$ cat src/rtl/wb_pkg.sv
// rtl/wb_pkg.sv - shared types and constants for the writeback arbiter slice
package wb_pkg;

  localparam int WB_XLEN = 32;

  typedef logic [4:0]         reg_addr_t;
  typedef logic [WB_XLEN-1:0] word_t;

  // Tags which unit produced the write currently on the register-file port
  typedef enum logic [1:0] {
    SRC_NONE     = 2'd0,
    SRC_ACCESSOR = 2'd1,
    SRC_MULDIV   = 2'd2
  } src_e;

  localparam reg_addr_t REG_ZERO = 5'd0;

endpackage

$ cat src/rtl/reg_scoreboard.sv
// rtl/reg_scoreboard.sv - pending-destination scoreboard for in-flight mul/div results
module reg_scoreboard
  import wb_pkg::*;
#(
  parameter int NREG = 32
) (
  input  logic      clk,
  input  logic      reset,
  input  logic      set_en,
  input  reg_addr_t set_addr,
  input  logic      clr_en,
  input  reg_addr_t clr_addr,
  input  reg_addr_t check_rs1,
  input  reg_addr_t check_rs2,
  input  reg_addr_t check_rd,
  output logic      hazard
);

  logic [NREG-1:0] pending;
  logic [NREG-1:0] pending_next;

  // Set is applied after clear so a re-issue in the commit cycle keeps the bit
  always_comb begin
    pending_next = pending;
    if (clr_en) begin
      pending_next[clr_addr] = 1'b0;
    end
    if (set_en && (set_addr != REG_ZERO)) begin
      pending_next[set_addr] = 1'b1;
    end
    pending_next[0] = 1'b0;
  end

  always_ff @(posedge clk) begin
    if (reset) begin
      pending <= '0;
    end else begin
      pending <= pending_next;
    end
  end

  assign hazard = pending[check_rs1] | pending[check_rs2] | pending[check_rd];

endmodule

$ cat src/rtl/writeback_arbiter.sv
// rtl/writeback_arbiter.sv - shares the register-file write port between accessor and mul/div
// Optional WB_ROUND_ROBIN_EN selects round-robin conflict resolution instead of mul/div priority.
module writeback_arbiter
  import wb_pkg::*;
#(
  parameter int XLEN = 32,
  parameter int NREG = 32
) (
  input  logic            clk,
  input  logic            reset,
  input  logic            accessor_valid,
  output logic            accessor_ready,
  input  reg_addr_t       accessor_rd,
  input  logic [XLEN-1:0] accessor_rd_data,
  input  logic            muldiv_valid,
  output logic            muldiv_ready,
  input  reg_addr_t       muldiv_rd,
  input  logic [XLEN-1:0] muldiv_rd_data,
  input  logic            issue_valid,
  input  reg_addr_t       issue_rd,
  input  reg_addr_t       check_rs1,
  input  reg_addr_t       check_rs2,
  input  reg_addr_t       check_rd,
  output logic            hazard,
  output logic            wen,
  output reg_addr_t       waddr,
  output logic [XLEN-1:0] wdata
);

  logic            acc_req;
  logic            md_req;
  logic            acc_grant;
  logic            md_grant;
  reg_addr_t       sel_rd;
  logic [XLEN-1:0] sel_data;
  src_e            sel_src;
  src_e            src_q;

  assign acc_req = accessor_valid && !reset;
  assign md_req  = muldiv_valid && !reset;

`ifdef WB_ROUND_ROBIN_EN
  // favor_md high means mul/div wins the next conflict; reset favours the accessor
  logic favor_md;

  always_ff @(posedge clk) begin
    if (reset) begin
      favor_md <= 1'b0;
    end else if (acc_req && md_req) begin
      favor_md <= !favor_md;
    end
  end

  assign md_grant = md_req && (!acc_req || favor_md);
`else
  assign md_grant = md_req;
`endif

  assign acc_grant      = acc_req && !md_grant;
  assign accessor_ready = acc_grant;
  assign muldiv_ready   = md_grant;

  assign sel_rd   = md_grant ? muldiv_rd      : accessor_rd;
  assign sel_data = md_grant ? muldiv_rd_data : accessor_rd_data;
  assign sel_src  = md_grant ? SRC_MULDIV     : SRC_ACCESSOR;

  // A grant to x0 still consumes the result but suppresses the write enable
  always_ff @(posedge clk) begin
    if (reset) begin
      wen   <= 1'b0;
      waddr <= REG_ZERO;
      wdata <= '0;
      src_q <= SRC_NONE;
    end else if (acc_grant || md_grant) begin
      wen   <= (sel_rd != REG_ZERO);
      waddr <= sel_rd;
      wdata <= sel_data;
      src_q <= (sel_rd != REG_ZERO) ? sel_src : SRC_NONE;
    end else begin
      wen   <= 1'b0;
      src_q <= SRC_NONE;
    end
  end

  reg_scoreboard #(
    .NREG (NREG)
  ) u_scoreboard (
    .clk       (clk),
    .reset     (reset),
    .set_en    (issue_valid),
    .set_addr  (issue_rd),
    .clr_en    (wen && (src_q == SRC_MULDIV)),
    .clr_addr  (waddr),
    .check_rs1 (check_rs1),
    .check_rs2 (check_rs2),
    .check_rd  (check_rd),
    .hazard    (hazard)
  );

endmodule

$ cat config.mk
export PLATFORM = sky130hd
export DESIGN_NAME = writeback_arbiter
export DESIGN_NICKNAME = d
export VERILOG_FILES = /design/src/rtl/wb_pkg.sv /design/src/rtl/reg_scoreboard.sv /design/src/rtl/writeback_arbiter.sv
export SDC_FILE = /design/constraint.sdc
export NUM_CORES = 1
export LEC_CHECK = 0
export CORE_MARGIN = 2
export CORE_UTILIZATION = 36
export CTS_BUF_LIST = sky130_fd_sc_hd__clkbuf_4
export DETAILED_ROUTE_END_ITERATION = 6
export GPL_TIMING_DRIVEN = 0
export PLACE_DENSITY = 0.73
export SLEW_MARGIN = 15
export SYNTH_ARGS = -nofsm -noshare
export SYNTH_HDL_FRONTEND = slang
export SYNTH_HIERARCHICAL = 1
export SYNTH_SLANG_ARGS = --single-unit
$ cat constraint.sdc
create_clock -name clk -period 3.1 [get_ports clk]
set_input_delay 0.31 -clock clk [delete_from_list [all_inputs] [get_ports clk]]
set_output_delay 0.31 -clock clk [all_outputs]
set_load 0.01 [all_outputs]
==> results by group <==
Outcome
  • Status: completed

Finish
  • # fillers: approximately 1000
  • Final core utilization: 0.518
  • Nets: about 640
  • Register area: roughly 1400 um2
  • Synth-to-layout area growth: 40.9%
  • Layout cell share with drive strength beyond 1: 0.113
  • Final instance area: between 5000 and 6000 um2
  • Post-Layout Cell Count: between 600 and 700
  • Number of diodes: 0
  • Multi-input gate area: around 2400 um2

Power
  • Peak supply drop: roughly 0.23 mV
  • Total power: just over 2 mW
  • Power per cell area: approximately 360 nW/um2
  • Leakage: 2.16 nW

Setup path
  • CP endpoint kind: primary output
  • Most frequent CP cell: clkdlybuf4s50_1
  • Slowest stage delay, CP: 0.62 ns
  • CP max stage cell: clkdlybuf4s50_1
  • Req. time, crit path: 2.79 ns
  • Crit-path max FO: 5
  • Setup crit start kind: input port
  • Arrival time of the worst setup path: about 2.6 ns
  • Critical path class: in2out
  • CP cell instances: clkdlybuf4s50_1, mux4_2, mux2i_1, o21ai_0, nor4_1, nand4_1, clkdlybuf4s50_1

Routing
  • Via density: 5.34
  • Final wirelength: 11.4 mm
  • Drt pass-1 iters: 4
  • Routed length per instance: around 16 um
  • DR vias: 3687
  • DR iter-0 viols: 210
  • Antenna Nets Post-Route: 0
  • Residual DRC: 0

CTS
  • Postcts setup bufs: 0
  • TritonCTS clock tree: yes
  • H-tree depth: 3
  • CTS Buf Count: 9
  • # resized after CTS: 0
  • Clk sinks: 71
  • Clock Path Buffers: 2
  • CTS Root Cell: clkbuf_4
  • Clk slew on worst S/H paths: around 0.11 ns
  • Post-cts hold buffer count: 0
  • Clock Latency Late Sink: between 0.4 and 0.5 ns

Logic synthesis
  • Cell with the most instances after synthesis: dfxtp_1
  • Mapped Cells: between 400 and 500
  • Top cell type's share of synthesized area: 0.357
  • EDFF count, synth: 0
  • Most common flop cell mapped by yosys: dfxtp_1
  • Leading area contributor after synthesis: dfxtp_1
  • Post-Syn Area: about 4000 um2
  • Most instantiated cells after synthesis: dfxtp_1 (71), nor2_1 (43), mux2i_1 (41), nand2_1 (41), o21ai_0 (34)
  • Syn Nets: roughly 500
  • Synth top area cells: dfxtp_1 (36%), mux2i_1 (10%), mux4_2 (7.9%)
  • Ys Warns: 6
  • Post-synth ARST share: 0
  • Sequential share of the synthesized area: 0.357
  • Average cell area after synthesis: between 9 and 10 um2
  • Unique masters post-synth: 40
  • #FFs+latches synth: 71

Floorplan
  • Rows: 38
  • Total Die Area: between 10000 and 15000 um2
  • Core footprint: around 11000 um2
  • DIE HEIGHT: approximately 110 um
  • Die Width: 109 um
  • Starting Density: 0.368
  • I/O pin cnt: 140

Timing
  • Setup ws final: 0.207 ns
  • Setup TNS: 0 ns
  • Worst-Margin Slew: ~0.98 ns
  • Count of endpoints failing setup in the final report: 0
  • Final count of hold timing violations: 0
  • Max Freq: between 300 and 400 MHz
  • Clock period minus worst slack: between 2 and 3 ns
  • Slew Limit Fails: 0
  • Layout Skew: between 0.015 and 0.02 ns
  • Final hold slack: approximately 0.31 ns
  • Slew margin rel.: 0.346
  • RSZ-0062 raised after global routing: no
  • Final worst-path cycle share: 0.933

GRT
  • All-Layer GR Usage: 0.197
  • Total grt overflow: 0
  • Initial antenna violation count: 0
  • First-pass GRT wire length: between 15 and 20 mm
  • Vias in the first global route: 3749
  • Largest net degree at the start of global routing: 13

Placement
  • Post-Place Cells: slightly below 700
  • IO buf count: 132
  • DP Area: between 5000 and 6000 um2
  • Final Wtd Congestion: between 0.8 and 0.9
  • Dpl ws: around 0.2 ns
  • DP Wirelength: ~8.8 mm

Run
  • Max cap viols: 0

Hold path
  • HP Class: in2reg
-- critical path: cells and delay by family --
family / cells / cell delay, ns
mux: 2 / 0.68
compound gates: 1 / 0.09
simple gates: 2 / 0.39
buf+inv: 2 / 1.11
-- report_power, final --
part | internal [mW] | leakage, nW | switching (mW)
Clock | 0.239 | 0.0708 | 0.333
Sequential | 0.954 | 0.582 | 0.0304
Combinational | 0.275 | 1.51 | 0.179
Total | 1.47 | 2.16 | 0.542
-- cell type report --
cell class,count,share of cell area
clock buffer,9,0.0120
clock inverter,7,0.0114
timing repair buffer,132,0.236
buffer,23,0.0261
sequential,71,0.253
inverter,4,0.00267
multi-input combinational,304,0.428
tap,140,0.0312
-- state kept, by name, summed over array words and instances (netlist names) --
signal / count
waddr: 5
wdata: 32
u_scoreboard/pending: 31
src_q: 2
wen: 1
-- path summary, 6_finish.rpt --
check | depth (start not counted) | to | startpoint | slack [ns]
hold / removal | 4 | wdata[21] | accessor_valid | 0.31
hold reg to reg | 2 | u_scoreboard/pending[14] | u_scoreboard/pending[14] | 0.51
setup reg to reg | 5 | u_scoreboard/pending[12] | wen | 1.51
setup / recovery | 7 | hazard | check_rd[1] | 0.21
-- layout by cell type (no fill, tap or decap), types with 3 or more instances in the layout --
master / count
nor2_1: 43
and3b_1: 3
mux2_1: 27
o21ai_0: 34
a21oi_1: 31
nand2_1: 41
and2b_1: 3
or3b_2: 3
a221oi_1: 3
mux2i_1: 41
buf_2: 6
buf_4: 4
mux4_2: 14
nor2b_1: 4
nor3b_1: 5
buf_6: 5
nor4_1: 3
dfxtp_1: 71
clkbuf_4: 9
nand3b_1: 6
mux4_1: 7
inv_1: 4
mux2_2: 13
clkbuf_1: 8
clkdlybuf4s50_1: 131
-- routing by layer --
layer,global-route usage,up-vias,routed length [um]
met1,0.233,1735,4550
met5,0,-,0
met2,0.326,162,5420
met3,0.0705,18,1170
li1,-,1772,-
met4,0.0759,0,214
-- logic make-up after synthesis --
logic type | after synthesis | share of synthesized area
flip-flops | 71 | 0.357
AND/OR/NAND/NOR | 124 | 0.153
buffers and inverters | 27 | 0.0405
AO/OA/AOI/OAI | 78 | 0.109
multiplexers | 102 | 0.341
No activity file was read; power rests on OpenSTA's default activity.
